## config.mk

```make
export PLATFORM = sky130hd
export DESIGN_NAME = mmio_console_flat
export DESIGN_NICKNAME = d
export VERILOG_FILES = /design/src/rtl/mmio_console_if.sv /design/src/rtl/mmio_console.sv /design/src/flat_wrapper.sv
export SDC_FILE = /design/constraint.sdc
export NUM_CORES = 1
export LEC_CHECK = 0
export ABC_AREA = 1
export CAP_MARGIN = 20
export CORE_AREA = 2 2 136 138
export CTS_CLUSTER_DIAMETER = 100
export DETAILED_ROUTE_END_ITERATION = 8
export DIE_AREA = 0 0 138 140
export PLACE_DENSITY = 0.81
export SLEW_MARGIN = 20
export SYNTH_ARGS = -nofsm -noshare
export SYNTH_HDL_FRONTEND = slang
export SYNTH_SLANG_ARGS = --single-unit
```

## constraint.sdc

```tcl
create_clock -name clk -period 3.6 [get_ports clk]
set_input_delay 0.72 -clock clk [delete_from_list [all_inputs] [get_ports clk]]
set_output_delay 0.72 -clock clk [all_outputs]
set_load 0.05 [all_outputs]
```

## src/rtl/mmio_console_if.sv

```systemverilog
// Core data-memory port bundle as seen by the console responder.
interface mmio_console_if;
  logic        dmem_wready;
  logic        dmem_wvalid;
  logic [31:0] dmem_waddr;
  logic [31:0] dmem_wdata;
  logic [3:0]  dmem_wstrb;
  logic        w_hit;
  logic        dmem_rready;
  logic        dmem_rvalid;
  logic [31:0] dmem_raddr;
  logic        r_hit;
  logic        dmem_rresp;
  logic [31:0] dmem_rdata;

  modport master (
    output dmem_wready, dmem_waddr, dmem_wdata, dmem_wstrb, dmem_rready, dmem_raddr,
    input  dmem_wvalid, w_hit, dmem_rvalid, r_hit, dmem_rresp, dmem_rdata
  );
  modport slave (
    input  dmem_wready, dmem_waddr, dmem_wdata, dmem_wstrb, dmem_rready, dmem_raddr,
    output dmem_wvalid, w_hit, dmem_rvalid, r_hit, dmem_rresp, dmem_rdata
  );
endinterface

```

## src/rtl/mmio_console.sv

```systemverilog
// Console MMIO responder: PUTC writes feed a char FIFO drained by an 8N1 UART,
// EXIT writes latch a sticky exit code, STAT reads return FIFO/TX/exit status.
module mmio_console #(
  parameter int          CLK_DIV    = 16,
  parameter int          FIFO_DEPTH = 16,
  parameter logic [31:0] PUTC_ADDR  = 32'h9000001c,
  parameter logic [31:0] EXIT_ADDR  = 32'h9000002c,
  parameter logic [31:0] STAT_ADDR  = 32'h90000030
) (
  input  logic         clk,
  input  logic         reset,
  mmio_console_if.slave bus,
  output logic         uart_tx,
  output logic         exit_valid,
  output logic [31:0]  exit_code
);
  localparam int AW = $clog2(FIFO_DEPTH);
  localparam int DW = (CLK_DIV > 2) ? $clog2(CLK_DIV) : 1;

  typedef enum logic [1:0] {IDLE, START, DATA, STOP} state_t;

  logic [7:0]    mem [FIFO_DEPTH];
  logic [AW-1:0] wr_ptr, rd_ptr;
  logic [AW:0]   count;
  logic          full, empty, push, pop;
  logic          putc_hit, exit_hit, w_acc;

  state_t        state_q, state_d;
  logic [DW-1:0] div_q, div_d;
  logic [2:0]    bit_q, bit_d;
  logic [7:0]    sh_q, sh_d;
  logic          tx_d, div_end;
  logic [31:0]   stat;

  assign full  = (count == (AW+1)'(FIFO_DEPTH));
  assign empty = (count == '0);

  assign putc_hit        = (bus.dmem_waddr == PUTC_ADDR);
  assign exit_hit        = (bus.dmem_waddr == EXIT_ADDR);
  assign bus.w_hit       = putc_hit | exit_hit;
  assign bus.dmem_wvalid = !(putc_hit && full);
  assign w_acc           = bus.dmem_wready && bus.w_hit && bus.dmem_wvalid;
  assign push            = w_acc && putc_hit && bus.dmem_wstrb[0];

  assign bus.r_hit       = (bus.dmem_raddr == STAT_ADDR);
  assign bus.dmem_rvalid = 1'b1;
  assign stat = {20'd0, exit_valid, state_q != IDLE, full, empty, 8'(count)};

  always_ff @(posedge clk)
    if (push) mem[wr_ptr] <= bus.dmem_wdata[7:0];

  always_ff @(posedge clk) begin
    if (reset) begin
      wr_ptr <= '0;
      rd_ptr <= '0;
      count  <= '0;
    end else begin
      if (push) wr_ptr <= wr_ptr + 1'b1;
      if (pop)  rd_ptr <= rd_ptr + 1'b1;
      case ({push, pop})
        2'b10:   count <= count + 1'b1;
        2'b01:   count <= count - 1'b1;
        default: count <= count;
      endcase
    end
  end

  always_ff @(posedge clk) begin
    if (reset) begin
      exit_valid     <= 1'b0;
      exit_code      <= '0;
      bus.dmem_rresp <= 1'b0;
      bus.dmem_rdata <= '0;
    end else begin
      if (w_acc && exit_hit && !exit_valid) begin
        exit_valid <= 1'b1;
        exit_code  <= bus.dmem_wdata;
      end
      bus.dmem_rresp <= bus.dmem_rready && bus.r_hit;
      if (bus.dmem_rready && bus.r_hit) bus.dmem_rdata <= stat;
    end
  end

  assign div_end = (div_q == DW'(CLK_DIV - 1));

  always_comb begin
    state_d = state_q;
    div_d   = div_q + 1'b1;
    bit_d   = bit_q;
    sh_d    = sh_q;
    pop     = 1'b0;
    case (state_q)
      IDLE: begin
        div_d = '0;
        if (!empty) begin
          pop     = 1'b1;
          sh_d    = mem[rd_ptr];
          state_d = START;
        end
      end
      START: if (div_end) begin
        state_d = DATA;
        div_d   = '0;
        bit_d   = '0;
      end
      DATA: if (div_end) begin
        div_d = '0;
        if (bit_q == 3'd7) state_d = STOP;
        else               bit_d   = bit_q + 3'd1;
      end
      default: if (div_end) begin
        state_d = IDLE;
        div_d   = '0;
      end
    endcase
    // line level registered from the next state so it tracks state_q exactly
    case (state_d)
      START:   tx_d = 1'b0;
      DATA:    tx_d = sh_d[bit_d];
      default: tx_d = 1'b1;
    endcase
  end

  always_ff @(posedge clk) begin
    if (reset) begin
      state_q <= IDLE;
      div_q   <= '0;
      bit_q   <= '0;
      sh_q    <= '0;
      uart_tx <= 1'b1;
    end else begin
      state_q <= state_d;
      div_q   <= div_d;
      bit_q   <= bit_d;
      sh_q    <= sh_d;
      uart_tx <= tx_d;
    end
  end
endmodule

```

## src/flat_wrapper.sv

```systemverilog
// flat-port wrapper written by rule: the top's interface ports become plain ports
module mmio_console_flat 
#(
  parameter int          CLK_DIV    = 16,
  parameter int          FIFO_DEPTH = 16,
  parameter logic [31:0] PUTC_ADDR  = 32'h9000001c,
  parameter logic [31:0] EXIT_ADDR  = 32'h9000002c,
  parameter logic [31:0] STAT_ADDR  = 32'h90000030
)
  (clk, reset, uart_tx, exit_valid, exit_code, bus_dmem_wready, bus_dmem_waddr, bus_dmem_wdata, bus_dmem_wstrb, bus_dmem_rready, bus_dmem_raddr, bus_dmem_wvalid, bus_w_hit, bus_dmem_rvalid, bus_r_hit, bus_dmem_rresp, bus_dmem_rdata);
  mmio_console_if bus_i ();
  input  logic clk;
  input  logic reset;
  output logic uart_tx;
  output logic exit_valid;
  output logic [31:0] exit_code;
  input wire logic [$bits(bus_i.dmem_wready)-1:0] bus_dmem_wready;
  input wire logic [$bits(bus_i.dmem_waddr)-1:0] bus_dmem_waddr;
  input wire logic [$bits(bus_i.dmem_wdata)-1:0] bus_dmem_wdata;
  input wire logic [$bits(bus_i.dmem_wstrb)-1:0] bus_dmem_wstrb;
  input wire logic [$bits(bus_i.dmem_rready)-1:0] bus_dmem_rready;
  input wire logic [$bits(bus_i.dmem_raddr)-1:0] bus_dmem_raddr;
  output wire logic [$bits(bus_i.dmem_wvalid)-1:0] bus_dmem_wvalid;
  output wire logic [$bits(bus_i.w_hit)-1:0] bus_w_hit;
  output wire logic [$bits(bus_i.dmem_rvalid)-1:0] bus_dmem_rvalid;
  output wire logic [$bits(bus_i.r_hit)-1:0] bus_r_hit;
  output wire logic [$bits(bus_i.dmem_rresp)-1:0] bus_dmem_rresp;
  output wire logic [$bits(bus_i.dmem_rdata)-1:0] bus_dmem_rdata;
  assign bus_i.dmem_wready = bus_dmem_wready;
  assign bus_i.dmem_waddr = bus_dmem_waddr;
  assign bus_i.dmem_wdata = bus_dmem_wdata;
  assign bus_i.dmem_wstrb = bus_dmem_wstrb;
  assign bus_i.dmem_rready = bus_dmem_rready;
  assign bus_i.dmem_raddr = bus_dmem_raddr;
  assign bus_dmem_wvalid = bus_i.dmem_wvalid;
  assign bus_w_hit = bus_i.w_hit;
  assign bus_dmem_rvalid = bus_i.dmem_rvalid;
  assign bus_r_hit = bus_i.r_hit;
  assign bus_dmem_rresp = bus_i.dmem_rresp;
  assign bus_dmem_rdata = bus_i.dmem_rdata;
  mmio_console #(.CLK_DIV(CLK_DIV), .FIFO_DEPTH(FIFO_DEPTH), .PUTC_ADDR(PUTC_ADDR), .EXIT_ADDR(EXIT_ADDR), .STAT_ADDR(STAT_ADDR)) u_core (.clk(clk), .reset(reset), .bus(bus_i), .uart_tx(uart_tx), .exit_valid(exit_valid), .exit_code(exit_code));
endmodule
```

==> flow_summary.ini, run 1 <==
[flow_run]
maxCapViolCount = 0

[logic_synthesis]
synthesis.area_sq_mm = 0.009141
yosysUniqueCellTypes = 46
synthCells = 1003
ys_async_sr_fraction_pct = 0
synth_area_per_cell_sq_um = 9.114
ys_seq_area_share_pct = 59.13
synth_area_leader_cell = edfxtp_1
ys_seq_elements = 206
synth_top_flop_cell = edfxtp_1
synth_top_area_share_pct = 42.05
synth_enable_flop_cells = 128
yosysWarnings = 0
synthTopCellsByArea = edfxtp_1 (42%), dfxtp_1 (17%), nand2_1 (8.9%), nor2_1 (7.3%), nand3_1 (5.2%)

[sta]
finalHoldWorstSlack_ps = 445.9
setup_viol = 0
slew_headroom_pct = 38.46
final.setup.worst_slack_ps = 498.9
timing.fmax_mhz = 322.5
min_period_ps = 3101
final.setup.tns_ps = 0
rsz0062_at_grt = no
slew_violations = 0
clock_skew_ps = 9.157
hold_viol = 0
min_period_over_period_pct = 86.14
worst_pin_slew_ps = 922.2

[cts]
cts.clk_slew.worst_paths_ps = 60
cts_tree = built
cts_buffers = 22
clockRootBuffer = clkbuf_16
cts_setup_buffers = 0
hold_buffers = 0
clk_path_buf_depth = 3
cts_num_sinks = 206
cts_resized = 0
insertion_delay_ps = 500
htree_levels = 1

[finish]
fin_nets = 1278
area_growth_pct = 26.12
finish.utilization_pct = 64.84
layout.cells.non_filler = 1404
drive_above_1_share_pct = 7.915
diodes = 0

[floorplan]
die_h_um = 140
dieArea_sq_mm = 0.01932
die_width_um = 138
rows = 49
initial_core_util_pct = 51.41
core-area_sq_mm = 0.01778
io_pins = 175

[critical_path]
crit_slowest_cell = clkdlybuf4s50_1
critPathTopFamily = simple AND/OR/NAND/NOR gates
setup.worst_path.end_class = flop
cp.required_ps = 3980
crit_end = u_core.count[4]$_SDFFE_PP0P_
r2r_cells = 18
startpoint = bus_dmem_waddr[15]
r2r_start = u_core.count[2]$_SDFFE_PP0P_
crit_chain = clkdlybuf4s50_1 > nor2_1 > nand2_1 > nor2_2 > inv_2 > nor4_4 > nand4_2 > ha_1 > xor2_1 > ha_1 > a21o_1 > nand2_1 > nand2_1 > a21oi_1 > inv_1 > o21ai_0 > a21oi_1 > o21ai_0 > a21oi_1
r2r_setup_slack_ps = 940
max_stage_delay_ps = 400
worst-path-buf-inv = 3
critPathMaxFanout = 3
cp.depth = 19
startpoint_type = input pin
r2r_end = u_core.count[4]$_SDFFE_PP0P_
crit_type = in -> reg
critical_path_arrival_ps = 3480

[global_route]
antenna_found_initial = 0
grt_pass1_wl_um = 34650
track_usage_pct = 22.05
grt_start_max_net_pins = 65
grt_overflow = 0
grt_pass1_vias = 7073

[drt]
drc = 0
drt-total-wl_um = 21800
avgViaCountPerCell = 5.189
num_vias = 7285
ant_nets = 0
wire_per_inst_um = 15.53
drt-initial-drc-count = 535
dr.pass1.iters = 5

[placed_design]
io_buffer_count = 147
routabilityCongestion = 0.8294
dpl.cell_count = 1364
post-dp-hpwl_um = 14420
place_worst_setup_slack_ps = -30.48

[pwr]
power.density_mw_per_mm2 = 575.2
power_leakage_uw = 0.004722
irDropWorstVdd_uv = 346.7

[outcome]
status = finished clean

[hold_path]
hp-class = reg -> reg
worstHoldPathCells = 1
==> report_power, final <==
| group | switching (uW) | internal (uW) | total [uW] |
|---|---|---|---|
| registers | 63.8 | 2600 | 2660 |
| clock network | 882 | 1370 | 2250 |
| logic | 1110 | 604 | 1710 |
==> placed cells by master, fill, tap and decap left out, types with 2 or more instances in the layout <==
cell,netlist,final
conb_1,2,24
or2_1,3,3
dfxtp_1,78,77
inv_2,4,4
bufinv_16,0,2
o21ai_0,61,61
nand2_2,5,5
clkbuf_8,0,3
nand3_1,95,95
edfxtp_1,128,128
nor2_2,2,2
ha_1,15,15
clkbuf_16,0,23
nand4_1,7,7
nor2_1,177,177
clkinv_2,1,6
nor4_1,13,13
or2_2,6,6
clkdlybuf4s50_1,0,144
buf_4,29,27
a21oi_1,15,15
o21ai_1,7,7
a31o_2,2,2
and2_1,2,2
nand2_1,216,216
inv_1,79,79
buf_12,0,2
clkbuf_1,13,3
clkinv_1,0,2
xor2_1,4,4
==> cells by family after synthesis <==
kind of cell	count (synthesis)	share of synthesized area, %
AOI/OAI and AO/OA	93	5.475
xor gates and xnor gates	4	0.3832
and+or+nand+nor	535	24.97
other	2	0.08215
buffers and inverters	148	7.911
adders and majority gates	15	2.053
DFF	206	59.13
==> worst register-to-register path, cell delays in order, from the launching register on <==
cell and delay, ps:
dfxtp_1 450, nor2_1 80, nand3_1 100, inv_2 40, nand2_2 80, nand2_2 70
inv_2 310, ha_1 260, xor2_1 90, ha_1 200, a21o_1 170, nand2_1 70
nand2_1 50, a21oi_1 110, inv_1 70, o21ai_0 130, a21oi_1 70, o21ai_0 150
a21oi_1 50
==> metal layers <==
layer  track usage (%)  vias up  wire length [um]
met2             38.48      346             10680
met3             4.479       57              1863
met5                 0        -                 0
met1             26.82     3317              8470
li1                  -     3565                 -
met4             9.184        0               787
==> final cells by class <==
class	count	area [sq um]
Fill cell	1376	6251
Sequential cell	206	5406
Clock buffer	30	633.1
Multi-Input combinational cell	671	3095
Timing Repair Buffer	173	1684
Tap cell	229	286.5
Inverter	85	322.8
Clock inverter	10	100.1
==> metrics by stage <==
step | power, uW | cell area (sq um)
3_3_place_gp | 4355 | 10800
5_1_grt | 6997 | 11530
6_report | 6631 | 11530
4_1_cts | 6662 | 11530
2_1_floorplan | 3988 | 9224
3_5_place_dp | 4403 | 10800
==> synthesized netlist by cell type (2+ instances only) <==
cell / instances
a21oi_1: 15
a31o_2: 2
and2_1: 2
buf_1: 2
buf_2: 12
buf_4: 29
buf_6: 5
clkbuf_1: 13
clkbuf_2: 2
conb_1: 2
dfxtp_1: 78
edfxtp_1: 128
ha_1: 15
inv_1: 79
inv_2: 4
nand2_1: 216
nand2_2: 5
nand3_1: 95
nand4_1: 7
nor2_1: 177
nor2_2: 2
nor4_1: 13
o21ai_0: 61
o21ai_1: 7
or2_1: 3
or2_2: 6
xor2_1: 4
==> state kept, by name, indices dropped and copies added (netlist names), named ones only <==
| signal | flops |
|---|---|
| u_core.bit_q | 3 |
| u_core.bus.dmem_rdata | 9 |
| u_core.bus.dmem_rresp | 1 |
| u_core.count | 5 |
| u_core.div_q | 4 |
| u_core.exit_code | 32 |
| u_core.exit_valid | 1 |
| u_core.mem | 128 |
| u_core.rd_ptr | 4 |
| u_core.sh_q | 8 |
| u_core.state_q | 2 |
| u_core.uart_tx | 1 |
| u_core.wr_ptr | 4 |
==> worst min path at each step <==
stage | start | endpoint
finish | u_core.div_q[0]$_SDFF_PP0_ | u_core.div_q[0]$_SDFF_PP0_
global placement | u_core.div_q[0]$_SDFF_PP0_ | u_core.div_q[0]$_SDFF_PP0_
detailed placement | u_core.div_q[0]$_SDFF_PP0_ | u_core.div_q[0]$_SDFF_PP0_
floorplan | u_core.div_q[0]$_SDFF_PP0_ | u_core.div_q[0]$_SDFF_PP0_
global route | u_core.div_q[0]$_SDFF_PP0_ | u_core.div_q[0]$_SDFF_PP0_
CTS | u_core.div_q[0]$_SDFF_PP0_ | u_core.div_q[0]$_SDFF_PP0_
No activity file was read; power rests on OpenSTA's default activity.
==> run 2, diff against run 1 <==
--- a/config.mk
+++ b/config.mk
@@ -12,6 +12,7 @@
 export DETAILED_ROUTE_END_ITERATION = 8
 export DIE_AREA = 0 0 138 140
 export PLACE_DENSITY = 0.81
+export SKIP_CTS_REPAIR_TIMING = 1
 export SLEW_MARGIN = 20
 export SYNTH_ARGS = -nofsm -noshare
 export SYNTH_HDL_FRONTEND = slang
==> results of run 2 <==
No change in the layout: final DEF, timing and power equal those of run 1.
